## config.mk

```make
export PLATFORM = sky130hd
export DESIGN_NAME = dht_sampler
export DESIGN_NICKNAME = d
export VERILOG_FILES = /design/src/rtl/dht_pkg.sv /design/src/rtl/dht_frame_check.sv /design/src/rtl/dht_sampler.sv
export SDC_FILE = /design/constraint.sdc
export NUM_CORES = 1
export LEC_CHECK = 0
export BUFFER_PORTS_ARGS = -buffer_cell sky130_fd_sc_hd__buf_2
export CORE_AREA = 3 3 99 125
export DETAILED_ROUTE_END_ITERATION = 16
export DIE_AREA = 0 0 102 128
export HOLD_SLACK_MARGIN = 0.15
export PLACE_DENSITY_LB_ADDON = 0.05
export SYNTH_ARGS = -nofsm -noshare
export SYNTH_HDL_FRONTEND = slang
export SYNTH_SLANG_ARGS = --single-unit
```

## constraint.sdc

```tcl
create_clock -name clk -period 5.49 [get_ports clk]
set_input_delay 0 -clock clk [delete_from_list [all_inputs] [get_ports clk]]
set_output_delay 0 -clock clk [all_outputs]
set_load 0.01 [all_outputs]
```

## src/rtl/dht_pkg.sv

```systemverilog
// Shared definitions for the DHT11 acquisition controller: one-hot states,
// 40-bit frame field offsets and the DHT11 physical range limits.
package dht_pkg;

  typedef enum logic [4:0] {
    ST_IDLE       = 5'b00001,
    ST_REQUEST    = 5'b00010,
    ST_WAIT_FRAME = 5'b00100,
    ST_CHECK      = 5'b01000,
    ST_WAIT_GAP   = 5'b10000
  } state_t;

  // LSB offset of each byte in the sensor frame
  localparam int HUM_INT_LSB  = 32;
  localparam int HUM_DEC_LSB  = 24;
  localparam int TEMP_INT_LSB = 16;
  localparam int TEMP_DEC_LSB = 8;
  localparam int CSUM_LSB     = 0;

  localparam logic [7:0] HUM_MAX  = 8'd100;
  localparam logic [7:0] TEMP_MAX = 8'd60;

  function automatic logic [7:0] frame_byte(input logic [39:0] frame, input int lsb);
    return frame[lsb +: 8];
  endfunction

endpackage

```

## src/rtl/dht_frame_check.sv

```systemverilog
// Combinational frame validation: checksum, plus the DHT11 range test when
// DHT_SAMPLER_RANGE_CHECK_EN is defined.
module dht_frame_check
  import dht_pkg::*;
(
  input  logic [39:0] frame,
  output logic        good
);

  logic [7:0] hum_int;
  logic [7:0] hum_dec;
  logic [7:0] temp_int;
  logic [7:0] temp_dec;
  logic [7:0] csum;
  logic [7:0] sum;
  logic       csum_ok;
  logic       range_ok;

  assign hum_int  = frame_byte(frame, HUM_INT_LSB);
  assign hum_dec  = frame_byte(frame, HUM_DEC_LSB);
  assign temp_int = frame_byte(frame, TEMP_INT_LSB);
  assign temp_dec = frame_byte(frame, TEMP_DEC_LSB);
  assign csum     = frame_byte(frame, CSUM_LSB);

  // 8-bit sum wraps, giving the modulo-256 checksum directly
  assign sum     = hum_int + hum_dec + temp_int + temp_dec;
  assign csum_ok = (sum == csum);

`ifdef DHT_SAMPLER_RANGE_CHECK_EN
  assign range_ok = (hum_int <= HUM_MAX) && (temp_int <= TEMP_MAX);
`else
  assign range_ok = 1'b1;
`endif

  assign good = csum_ok & range_ok;

endmodule

```

## src/rtl/dht_sampler.sv

```systemverilog
// Periodic DHT11 acquisition controller with retry, fail flag and a
// valid/ready sample output. Optional range check: DHT_SAMPLER_RANGE_CHECK_EN.
module dht_sampler
  import dht_pkg::*;
#(
  parameter int PERIOD_CYCLES    = 200_000_000,
  parameter int TIMEOUT_CYCLES   = 10_000_000,
  parameter int RETRY_GAP_CYCLES = 100_000_000,
  parameter int MAX_RETRIES      = 3
) (
  input  logic        clk,
  input  logic        rst,
  input  logic        enable_i,
  output logic        start_o,
  input  logic [39:0] frame_i,
  input  logic        frame_valid_i,
  output logic        sample_valid_o,
  input  logic        sample_ready_i,
  output logic [7:0]  hum_int_o,
  output logic [7:0]  hum_dec_o,
  output logic [7:0]  temp_int_o,
  output logic [7:0]  temp_dec_o,
  output logic        fail_o,
  output logic        overrun_o,
  output logic [4:0]  state_dbg_o
);

  localparam int MAX_PT   = (PERIOD_CYCLES > TIMEOUT_CYCLES) ? PERIOD_CYCLES : TIMEOUT_CYCLES;
  localparam int MAX_CYC  = (MAX_PT > RETRY_GAP_CYCLES) ? MAX_PT : RETRY_GAP_CYCLES;
  localparam int TIMER_W  = $clog2(MAX_CYC + 1);
  localparam int RETRY_W  = $clog2(MAX_RETRIES + 1);

  // The gap timer counts down from gap-1 so WAIT_GAP lasts exactly gap cycles
  localparam logic [TIMER_W-1:0] PERIOD_LD    = TIMER_W'(PERIOD_CYCLES - 1);
  localparam logic [TIMER_W-1:0] RETRY_LD     = TIMER_W'(RETRY_GAP_CYCLES - 1);
  localparam logic [TIMER_W-1:0] TIMEOUT_LAST = TIMER_W'(TIMEOUT_CYCLES - 1);
  localparam logic [RETRY_W-1:0] RETRY_LIMIT  = RETRY_W'(MAX_RETRIES);

  state_t             state;
  logic [TIMER_W-1:0] timer;
  logic [RETRY_W-1:0] retry_cnt;
  logic [RETRY_W-1:0] retry_next;
  logic [39:0]        frame_q;
  logic               good;
  logic               fail_now;
  logic               publish;

  dht_frame_check u_check (
    .frame (frame_q),
    .good  (good)
  );

  assign retry_next  = retry_cnt + 1'b1;
  assign fail_now    = ((state == ST_WAIT_FRAME) && !frame_valid_i && (timer == TIMEOUT_LAST)) ||
                       ((state == ST_CHECK) && !good);
  assign publish     = enable_i && (state == ST_CHECK) && good;
  assign state_dbg_o = state;

  always_ff @(posedge clk or negedge rst) begin
    if (!rst) begin
      state     <= ST_IDLE;
      timer     <= '0;
      retry_cnt <= '0;
      frame_q   <= '0;
      start_o   <= 1'b0;
      fail_o    <= 1'b0;
    end else begin
      start_o <= 1'b0;
      if (!enable_i) begin
        state     <= ST_IDLE;
        retry_cnt <= '0;
      end else begin
        case (state)
          ST_IDLE: begin
            state   <= ST_REQUEST;
            start_o <= 1'b1;
          end
          ST_REQUEST: begin
            state <= ST_WAIT_FRAME;
            timer <= '0;
          end
          ST_WAIT_FRAME: begin
            if (frame_valid_i) begin
              frame_q <= frame_i;
              state   <= ST_CHECK;
            end else begin
              timer <= timer + 1'b1;
            end
          end
          ST_CHECK: begin
            if (good) begin
              retry_cnt <= '0;
              fail_o    <= 1'b0;
              timer     <= PERIOD_LD;
              state     <= ST_WAIT_GAP;
            end
          end
          ST_WAIT_GAP: begin
            if (timer == '0) begin
              state   <= ST_REQUEST;
              start_o <= 1'b1;
            end else begin
              timer <= timer - 1'b1;
            end
          end
          default: state <= ST_IDLE;
        endcase

        // Timeout and bad frame share one failure path, overriding the case above
        if (fail_now) begin
          state <= ST_WAIT_GAP;
          if (retry_next == RETRY_LIMIT) begin
            fail_o    <= 1'b1;
            retry_cnt <= '0;
            timer     <= PERIOD_LD;
          end else begin
            retry_cnt <= retry_next;
            timer     <= RETRY_LD;
          end
        end
      end
    end
  end

  // valid/ready: sample_valid_o holds until a cycle with valid & ready; a
  // publish in that same cycle reloads data and keeps valid high.
  always_ff @(posedge clk or negedge rst) begin
    if (!rst) begin
      sample_valid_o <= 1'b0;
      hum_int_o      <= '0;
      hum_dec_o      <= '0;
      temp_int_o     <= '0;
      temp_dec_o     <= '0;
      overrun_o      <= 1'b0;
    end else if (publish) begin
      sample_valid_o <= 1'b1;
      hum_int_o      <= frame_byte(frame_q, HUM_INT_LSB);
      hum_dec_o      <= frame_byte(frame_q, HUM_DEC_LSB);
      temp_int_o     <= frame_byte(frame_q, TEMP_INT_LSB);
      temp_dec_o     <= frame_byte(frame_q, TEMP_DEC_LSB);
      if (sample_valid_o && !sample_ready_i) begin
        overrun_o <= 1'b1;
      end
    end else if (sample_valid_o && sample_ready_i) begin
      sample_valid_o <= 1'b0;
    end
  end

endmodule
```

==> run_results.csv, run 1 <==
group,metric,value,unit
placed_design,gp_congestion,0.891,
worst_setup_path,endpoint_kind,"flop",
floorplan,fp-row-count,43,
floorplan,die_y,128,um
worst_setup_path,path_cells,"fa_1, inv_1, fa_1, inv_1, ha_1, fa_1, xor2_1, nor4_1, nand3_1, nor3_2, nor3b_4, buf_4, mux2_2",
logic_synthesis,avgSynthCellArea,11.0,um2
detailed_routing,drt-wirelength-per-cell,18.1,um
logic_synthesis,synthSimpleGateAreaFrac,10.9,%
layout,area_delta_synth_final,20.2,%
logic_synthesis,ys.flop_type,"dfrtp_1",
logic_synthesis,synthArstFlopShare,100,%
detailed_routing,drt-initial-drc-count,174,
pwr,power_leakage,3.95,nW
cts,clkTransAtPathRegs,70,ps
detailed_routing,via_count,5058,
worst_setup_path,start_kind,"flop",
sta,period_minus_slack,4340,ps
sta,finalHoldViolations,0,
cts,clock_latency,360,ps
detailed_routing,drc,0,
worst_setup_path,critical_path_class,"flop to flop",
logic_synthesis,synth_cell_types,61,
sta,setup_viol,0,
sta,grt_setup_unrepaired,"no",
placed_design,portBuffers,85,
layout,drive_above_1_share,26.0,%
worst_setup_path,slowest_delay,540,ps
layout,mostFrequentLayoutCells,"dfrtp_1, buf_2, mux2_2, a21oi_1, dlygate4sd3_1",
grt,track_usage,25.3,%
layout,stdcell_count,855,
grt,antenna_found_initial,0,
worst_setup_path,path_delay_family,"adder cells",
sta,tightest_slew,1070,ps
layout,final_common_cell,"dfrtp_1",
worst_setup_path,r2r_cells,13,
logic_synthesis,synth_top_family_by_area,"compound AO/OA/AOI/OAI gates",
detailed_routing,antenna_left,0,
sta,skew,7.76,ps
min_path,min_path_type,"input pin to async pin",
logic_synthesis,synthXorXnorAreaFrac,4.73,%
detailed_routing,drtPass1Iterations,4,
logic_synthesis,syn_area,6470,um2
logic_synthesis,syn-num-nets,682,
cts,post_cts_buffers,0,
logic_synthesis,synth_warnings,0,
grt,grt_pass1_wl,25900,um
logic_synthesis,synthAdderAreaFrac,11.0,%
logic_synthesis,synth_mux_area_share,12.8,%
worst_setup_path,critPathSlowestCell,"fa_1",
placed_design,dp.cells,795,
layout,final_area,7780,um2
worst_setup_path,critPathBufInv,3,
floorplan,core,11200,um2
detailed_routing,vias_per_cell,5.92,
layout,n_antenna_cell,0,
cts,cts_buffers,9,
floorplan,die_width,102,um
layout,final_util,69.6,%
sta,max_freq,230,MHz
sta,tns,0,ps
floorplan,initial_core_util,57.9,%
logic_synthesis,synth-compound-area-share,14.8,%
placed_design,placed_cell_area,7030,um2
run,maxCapViolations,0,
logic_synthesis,synth-seq-cells,111,
layout,nets,808,
logic_synthesis,synth_edf_count,0,
cts,h-tree-depth,3,
placed_design,dp_hpwl,10900,um
floorplan,die_area,13100,um2
cts,cts.sinks,111,
worst_setup_path,arrival,4580,ps
pwr,power_density,343,nW/um2
cts,clockBufferDepth,2,
worst_setup_path,worstSetupPathDepth,13,
grt,grt_pass1_vias,5351,
logic_synthesis,yosysSeqAreaShare,42.9,%
outcome,status,"finished clean",
worst_setup_path,cp.required,5730,ps
worst_setup_path,critPathMaxFanout,35,
detailed_routing,routed_wl,15500,um
grt,grt_remaining_overflow,0,
logic_synthesis,synthCells,589,
floorplan,ios,86,
cts,cts_root_buffer,"clkbuf_16",
grt,grt_max_degree,66,
sta,slew_headroom,28.7,%
worst_setup_path,crit_top_cell,"fa_1",
pwr,ir_drop,0.000166,V
sta,fin_crit_sh,79.1,%
cts,cts_tree,"yes",
sta,finalMaxSlewViolations,0,
==> layout make-up <==
cell class                      count  area [um2]
Multi-Input combinational cell    437        3530
Fill cell                         875        3410
Inverter                           22        82.6
Clock inverter                      6        75.1
Clock buffer                       10         239
Tap cell                          135         169
Timing Repair Buffer              134         906
Sequential cell                   111        2780
==> cell usage after synthesis (4+ instances only) <==
cell type | n | area (um2)
nand2_1 | 24 | 90.1
a21o_1 | 17 | 128
or3_1 | 4 | 25.0
inv_1 | 22 | 82.6
nor4_1 | 6 | 37.5
nor2b_1 | 5 | 31.3
nand2b_1 | 7 | 43.8
buf_1 | 4 | 15.0
clkbuf_1 | 7 | 26.3
a22o_1 | 5 | 43.8
o2bb2ai_1 | 4 | 35.0
o31ai_1 | 6 | 45.0
nand3_1 | 7 | 35.0
nor3_1 | 11 | 55.1
mux2_2 | 70 | 788
ha_1 | 33 | 413
nor2_1 | 37 | 139
a21oi_1 | 55 | 275
xnor2_1 | 21 | 184
buf_2 | 5 | 25.0
nand4_1 | 7 | 43.8
xor2_1 | 14 | 123
o21a_1 | 7 | 52.6
a211oi_1 | 4 | 30.0
o21ai_0 | 19 | 95.1
dfrtp_1 | 110 | 2750
fa_1 | 15 | 300
==> per-stage QoR <==
stage | hold WS, ps | setup slack (ps) | power [mW]
finish | 207 | 1150 | 2.67
global route | 276 | 871 | 2.86
CTS | 221 | 1100 | 2.69
detailed placement | 64.1 | 1110 | 1.97
global placement | 56.8 | 1210 | 1.94
floorplan | -296 | 1160 | 1.74
==> where the power goes <==
part	switching [mW]	internal [mW]
sequential	0.163	0.956
clock	0.321	0.374
combinational	0.439	0.419
==> sequential cells by signal, summed over array words and instances, names as in the netlist, 2 cells and up <==
signal / count
hum_int_o: 8
temp_int_o: 8
timer: 28
temp_dec_o: 8
retry_cnt: 2
frame_q: 40
hum_dec_o: 8
state_dbg_o: 5
==> per-layer routing <==
layer  track usage [%]  share of wire, %  vias to the layer above
li1                  -                 -                     2400
met1              29.6                39                     2508
met2              45.5                54                      120
met3              4.46               4.1                       30
met4              9.65               2.8                        0
met5                 0                 0                        -
==> worst paths after layout <==
kind | from | to | slack, ps
setup / recovery | frame_q[9]$_DFFE_PN0P_ | hum_int_o[4]$_DFFE_PN0P_ | 1150
hold / removal | rst | timer[4]$_DFFE_PN0P_ | 210
setup reg to reg | frame_q[9]$_DFFE_PN0P_ | hum_int_o[4]$_DFFE_PN0P_ | 1150
hold reg to reg | overrun_o$_DFFE_PN0P_ | overrun_o$_DFFE_PN0P_ | 470
max in group asynchronous | rst | hum_int_o[6]$_DFFE_PN0P_ | 4040
min in group clk | frame_i[36] | frame_q[36]$_DFFE_PN0P_ | 400
==> cells by family (layout without fill, tap and decap cells) <==
family                   after synthesis  after routing
AND/OR/NAND/NOR                      131            131
flip-flops                           111            111
buffers and inverters                 41            172
multiplexers                          74             74
XOR/XNOR                              35             35
AO/OA/AOI/OAI                        149            149
adder cells (fa/ha/maj)               48             48
==> timing repair <==
item | CTS | global route
hold buffers | 44 | 0
hold endpoints to repair | 96 | 0
gates resized for setup | 0 | 0
Power figures use the tool's default switching activity.
==> inputs of run 2 (changes only) <==
ABC_AREA = 1   (was unset)
CORE_AREA = 3 3 103 129   (was 3 3 99 125)
DIE_AREA = 0 0 106 132   (was 0 0 102 128)
clock period = 4 ns   (was 5.49 ns; I/O delays follow)
==> run 2 against run 1 <==
Effect of this change:
- global-route usage rose by 2.6 points
- first-iteration DRC count up 140%
- synthesized cell count rose by 63%
- register-to-register slack got worse by 830 ps
- sequential cell count unchanged
- final cell count grew 47%
- core utilization fell by 0.26 points
- die area grew 7.2%
- clock power up 26%
- worst setup slack worse by 830 ps
- combinational power up 75%
- clock-buffer cell count is the same
- critical path type unchanged
- critical endpoint is now timer[13]$_DFFE_PN0P_
- largest power group is now combinational cells
==> run_results.csv, run 2 <==
group,metric,value,unit
sta,setup_viol,0,
worst_setup_path,critPathBufInv,2,
detailed_routing,vias_per_cell,5.40,
layout,final_area,8430,um2
detailed_routing,via_count,6775,
logic_synthesis,synthArstFlopShare,100,%
cts,post_cts_buffers,0,
logic_synthesis,synth-seq-cells,111,
placed_design,dp.cells,1195,
logic_synthesis,synth_cell_types,40,
worst_setup_path,start_kind,"flop",
sta,grt_setup_unrepaired,"no",
logic_synthesis,yosysTopAreaCell,"dfrtp_1",
layout,nets,1179,
floorplan,ios,86,
cts,cts_root_buffer,"clkbuf_16",
worst_setup_path,reg2reg_to,"timer[13]$_DFFE_PN0P_",
layout,drive_above_1_share,12.8,%
sta,finalHoldViolations,0,
floorplan,core,12200,um2
worst_setup_path,critical_path_class,"flop to flop",
cts,clockBufferDepth,2,
detailed_routing,antenna_left,0,
placed_design,gp_congestion,0.943,
detailed_routing,drc,0,
worst_setup_path,crit_top_cell,"nand2_1",
detailed_routing,drt-initial-drc-count,419,
detailed_routing,routed_wl,19100,um
logic_synthesis,yosysSeqAreaShare,39.0,%
worst_setup_path,cp-endpoint,"timer[13]$_DFFE_PN0P_",
logic_synthesis,ys.flop_type,"dfrtp_1",
floorplan,fp-row-count,45,
worst_setup_path,arrival,3930,ps
logic_synthesis,syn-num-nets,1056,
grt,grt_max_degree,79,
grt,track_usage,27.8,%
grt,grt_remaining_overflow,0,
worst_setup_path,cp-startpoint,"frame_q[9]$_DFFE_PN0P_",
placed_design,dpl_worst_slack,321,ps
logic_synthesis,synth_edf_count,0,
logic_synthesis,synth_warnings,0,
grt,grt_pass1_vias,6525,
worst_setup_path,worstSetupPathDepth,18,
worst_setup_path,slowest_delay,530,ps
layout,top_regs,"frame_q (40), timer (28)",
worst_setup_path,endpoint_kind,"flop",
cts,cts.sinks,111,
pwr,finalPower,3.84,mW
logic_synthesis,netlist.area_leader.share,38.6,%
layout,max_flop_register,"frame_q",
sta,period_minus_slack,3690,ps
floorplan,initial_core_util,58.6,%
cts,cts_buffers,9,
layout,mostFrequentLayoutCells,"nand2_1, inv_1, dfrtp_1, buf_2, nor2_1",
layout,final_util,69.3,%
sta,max_freq,271,MHz
logic_synthesis,syn_area,7130,um2
sta,tightest_slew,959,ps
worst_setup_path,reg2reg_slack,310,ps
layout,n_antenna_cell,0,
sta,fin_crit_sh,92.1,%
detailed_routing,drt-wirelength-per-cell,15.2,um
outcome,status,"finished clean",
sta,fin_hold_ws,317,ps
detailed_routing,drtPass1Iterations,5,
layout,largest_register_ff_count,40,
run,maxCapViolations,0,
worst_setup_path,cp.required,4250,ps
placed_design,placed_cell_area,7700,um2
sta,postLayoutSetupSlackWorst,315,ps
cts,clkTransAtPathRegs,70,ps
logic_synthesis,avgSynthCellArea,7.41,um2
layout,final_common_cell,"nand2_1",
sta,skew,9.71,ps
floorplan,die_width,106,um
logic_synthesis,synth_area_leaders,"dfrtp_1, nand2_1, inv_1",
placed_design,dp_hpwl,14000,um
layout,stdcell_count,1255,
worst_setup_path,path_cells,"fa_1, inv_1, fa_1, inv_1, ha_1, fa_1, xnor2_1, nand3_1, nor2_1, nand2_1, nor2_1, nand2_1, nor2_2, nand3_1, nand3_2, nand2_1, nand2_1, nand2_1",
pwr,ir_drop,0.000245,V
placed_design,portBuffers,85,
layout,area_delta_synth_final,18.2,%
logic_synthesis,yosysMostFrequentCell,"nand2_1",
worst_setup_path,r2r_cells,18,
floorplan,die_y,132,um
pwr,power_leakage,4.36,nW
cts,ctsResizeCount,0,
logic_synthesis,yosys-top-cells-count,"nand2_1, inv_1, dfrtp_1",
grt,antenna_found_initial,0,
worst_setup_path,reg2reg_from,"frame_q[9]$_DFFE_PN0P_",
cts,cts_tree,"yes",
sta,finalMaxSlewViolations,0,
sta,tns,0,ps
worst_setup_path,critPathMaxFanout,9,
cts,h-tree-depth,3,
sta,slew_headroom,36.1,%
logic_synthesis,synthCells,963,
grt,grt_pass1_wl,31400,um
cts,clock_latency,360,ps
min_path,min_path_type,"input pin to async pin",
cts,hold_buffers,44,
worst_setup_path,path_delay_family,"adder cells",
floorplan,die_area,14000,um2
worst_setup_path,critPathSlowestCell,"fa_1",
pwr,power_density,456,nW/um2
-- run 2: changes by cell type in the layout (fill, tap and decap cells not counted), sizes merged, moves of 9 or more --
cell | before | now
nand2 | 24 | 277
o21ai | 22 | 102
nor2 | 37 | 76
a21o | 17 | 2
mux2 | 72 | 1
xor2 | 14 | 2
xnor2 | 21 | 6
inv | 25 | 128
nand4 | 7 | 22
nand3 | 7 | 73
or2 | 0 | 9
-- run 2: worst register-to-register path: stages, from the launching register on --
cell and delay (ps):
dfrtp_1 400, fa_1 530, inv_1 50, fa_1 490
inv_1 50, ha_1 230, fa_1 450, xnor2_1 170
nand3_1 90, nor2_1 90, nand2_1 50, nor2_1 90
nand2_1 70, nor2_2 200, nand3_1 190, nand3_2 210
nand2_1 80, nand2_1 60, nand2_1 50
-- run 2: area by class of cell --
class,instances,area (um2)
Inverter,126,473
Clock buffer,10,239
Tap cell,164,205
Timing Repair Buffer,135,926
Multi-Input combinational cell,703,3750
Fill cell,1055,3730
Clock inverter,6,51.3
Sequential cell,111,2780
-- run 2: worst min-delay path by stage --
stage                                     to  slack [ps]  depth (start not counted)
global route         frame_q[31]$_DFFE_PN0P_         410                          4
finish              hum_int_o[7]$_DFFE_PN0P_         320                          2
global placement    hum_int_o[7]$_DFFE_PN0P_         210                          1
CTS                 hum_int_o[7]$_DFFE_PN0P_         370                          2
detailed placement  hum_int_o[7]$_DFFE_PN0P_         200                          1
floorplan                 fail_o$_DFFE_PN0P_        -300                          0
-- run 2: routing by layer --
| metal | wire length (um) | vias up | track usage [%] |
|---|---|---|---|
| met4 | 669 | 0 | 12.7 |
| met2 | 9880 | 175 | 49.5 |
| met1 | 7810 | 3168 | 33.4 |
| li1 | - | 3385 | - |
| met5 | 0 | - | 0 |
| met3 | 719 | 47 | 3.48 |
-- run 2: kinds of logic (layout without fill, tap and decap cells) --
group | Yosys count | in the layout | share of synthesized area, %
AND/OR/NAND/NOR | 477 | 477 | 28.5
flip-flops | 111 | 111 | 39.0
AO/OA/AOI/OAI | 169 | 169 | 12.8
XOR/XNOR | 8 | 8 | 0.982
buffers and inverters | 149 | 277 | 8.63
multiplexers | 1 | 1 | 0.158
adder cells (fa/ha/maj) | 48 | 48 | 10.0
-- run 2: where the power goes --
| group | switching (mW) | leakage [nW] | internal [mW] | total [mW] |
|---|---|---|---|---|
| Clock | 0.428 | 0.139 | 0.450 | 0.878 |
| Combinational | 0.912 | 2.90 | 0.584 | 1.50 |
| Sequential | 0.173 | 1.33 | 1.29 | 1.47 |
| Total | 1.51 | 4.36 | 2.33 | 3.84 |
==> inputs of run 3 (changes only) <==
ABC_CLOCK_PERIOD_IN_PS = 4000   (was unset)
GPL_TIMING_DRIVEN = 0   (was unset)
==> run 3 against run 2 <==
Effect of this change:
- clock-buffer cell count unchanged
- worst setup slack got worse by 110 ps
- clock power rose by 5.0%
- register-to-register slack got worse by 110 ps
- total power grew 2.7%
- core utilization rose by 1.3 points
- hold slack worse by 2.5 ps
- highest routed layer unchanged
- non-clock buffer count grew 19
==> run_results.csv, run 3 (synthesis results as in run 2) <==
group,metric,value,unit
grt,antenna_found_initial,0,
pwr,switching_share,38.7,%
cts,clock_latency,350,ps
sta,skew,8.78,ps
sta,finalHoldViolations,0,
sta,period_minus_slack,3800,ps
layout,area_delta_synth_final,20.4,%
worst_setup_path,path_cells,"fa_1, inv_1, fa_1, inv_1, ha_2, fa_2, xnor2_1, nand3_1, nor2_1, nand2_1, nor2_1, nand2_1, nor2_4, nand4_4, buf_8, buf_6, nand2_1, o21ai_1",
layout,final_common_cell,"nand2_1",
floorplan,fp-row-count,45,
grt,grt_remaining_overflow,0,
layout,multi_input_area,3770,um2
worst_setup_path,reg2reg_to,"hum_dec_o[1]$_DFFE_PN0P_",
layout,drive_above_1_share,13.7,%
layout,nets,1198,
layout,max_flop_register,"frame_q",
worst_setup_path,reg2reg_slack,200,ps
detailed_routing,wl_met2,11100,um
worst_setup_path,critical_path_class,"flop to flop",
pwr,p_clk_share,23.4,%
worst_setup_path,arrival,4030,ps
cts,h-tree-depth,3,
floorplan,initial_core_util,58.6,%
detailed_routing,drc,0,
placed_design,portBuffers,85,
floorplan,die_y,132,um
cts,clockBufferDepth,2,
placed_design,gp_congestion,1.00,
detailed_routing,met1_length,8050,um
pwr,power_leakage,4.43,nW
detailed_routing,antenna_left,0,
sta,finalMaxSlewViolations,0,
worst_setup_path,critPathSlowestCell,"fa_1",
grt,grt_pass1_vias,6850,
layout,mostFrequentLayoutCells,"nand2_1, inv_1, dfrtp_1, buf_2, nor2_1",
worst_setup_path,critPathMaxFanout,10,
layout,final_util,70.6,%
worst_setup_path,cp.required,4240,ps
detailed_routing,wl_met3,1020,um
floorplan,die_area,14000,um2
worst_setup_path,slowest_delay,550,ps
worst_setup_path,reg2reg_from,"frame_q[9]$_DFFE_PN0P_",
cts,clkTransAtPathRegs,70,ps
detailed_routing,drt-wirelength-per-cell,16.5,um
worst_setup_path,cp-startpoint,"frame_q[9]$_DFFE_PN0P_",
detailed_routing,top_layer_used,"met4",
cts,cts_tree,"yes",
detailed_routing,drt-initial-drc-count,454,
sta,max_freq,263,MHz
detailed_routing,routed_wl,21000,um
cts,cts_buffers,9,
sta,slew_headroom,32.6,%
layout,top_regs,"frame_q (40), timer (28)",
cts,cts.sinks,111,
detailed_routing,drtPass1Iterations,5,
worst_setup_path,cp-endpoint,"hum_dec_o[1]$_DFFE_PN0P_",
worst_setup_path,crit_top_cell,"nand2_1",
worst_setup_path,start_kind,"flop",
sta,fin_crit_sh,94.9,%
pwr,combPwrFrac,39.3,%
pwr,switchingPower,1.53,mW
layout,largest_register_ff_count,40,
layout,fillCellCount,1040,
sta,setup_viol,0,
layout,n_antenna_cell,0,
outcome,status,"finished clean",
floorplan,core,12200,um2
detailed_routing,via_count,6944,
grt,track_usage,30.5,%
layout,regArea,2780,um2
grt,grt_max_degree,68,
pwr,pwr-share-seq,37.3,%
sta,tns,0,ps
worst_setup_path,r2r_cells,18,
sta,grt_setup_unrepaired,"no",
worst_setup_path,endpoint_kind,"flop",
min_path,min_path_type,"input pin to async pin",
detailed_routing,vias_per_cell,5.45,
pwr,ir_drop,0.000263,V
floorplan,die_width,106,um
grt,grt_pass1_wl,33700,um
pwr,power_density,460,nW/um2
pwr,p_int,2.42,mW
floorplan,ios,86,
sta,tightest_slew,1010,ps
placed_design,dp_hpwl,15800,um
run,maxCapViolations,0,
cts,cts_root_buffer,"clkbuf_16",
-- run 3: per-stage QoR --
| stage | cells | power, mW | hold WS, ps | instance area (um2) | setup WS [ps] |
|---|---|---|---|---|---|
| floorplan | 963 | 2.57 | -296 | 7130 | 585 |
| global placement | 1212 | 2.93 | 207 | 7760 | 125 |
| detailed placement | 1213 | 2.97 | 165 | 7790 | 97.6 |
| CTS | 1273 | 3.93 | 341 | 8540 | 39.5 |
| global route | 1274 | 4.23 | 381 | 8580 | 40.0 |
| finish | 1274 | 3.95 | 314 | 8580 | 203 |
-- run 3: metal layers --
layer,global-route usage (%),vias up
li1,-,3440
met1,34.9,3228
met2,55.9,221
met3,4.02,55
met4,14.0,0
met5,0,-
-- run 3: timing repair --
| action | in CTS | in global routing |
|---|---|---|
| hold endpoints to repair | 114 | 0 |
| resized for setup | 0 | 7 |
| hold buffers | 44 | 0 |
| endpoints found under the setup margin | 0 | 42 |
| buffers inserted | 0 | 1 |
-- run 3: layout make-up --
| class | count | share of cell area (%) |
|---|---|---|
| multi-input cells | 703 | 43.9 |
| repair buffers | 131 | 10.5 |
| well taps | 164 | 2.39 |
| clock inverters | 6 | 0.802 |
| inverters | 126 | 5.51 |
| plain buffers | 23 | 1.71 |
| flip-flops and latches | 111 | 32.4 |
| clock buffers | 10 | 2.78 |
-- run 3: power groups by stage --
stage	clock network, mW	logic [mW]	registers [mW]
after floorplan	0	1.14	1.44
after global placement	0	1.44	1.48
after detailed placement	0	1.48	1.49
after CTS	0.930	1.53	1.47
after global routing	0.971	1.77	1.49
final	0.922	1.55	1.47
-- run 3: worst min path at each step --
stage / start / end / slack (ps)
global route: rst / frame_q[1]$_DFFE_PN0P_ / 380
global placement: frame_i[5] / frame_q[5]$_DFFE_PN0P_ / 210
finish: rst / frame_q[3]$_DFFE_PN0P_ / 310
floorplan: rst / fail_o$_DFFE_PN0P_ / -300
CTS: rst / frame_q[2]$_DFFE_PN0P_ / 340
detailed placement: rst / frame_q[2]$_DFFE_PN0P_ / 170
-- run 3: critical path: cells and delay by family, from the launching register on --
| family | cells | cell delay [ps] |
|---|---|---|
| xor+xnor | 1 | 120 |
| buf+inv | 4 | 430 |
| compound gates | 1 | 60 |
| flops | 1 | 410 |
| fa+ha+maj | 4 | 1830 |
| simple gates | 8 | 820 |
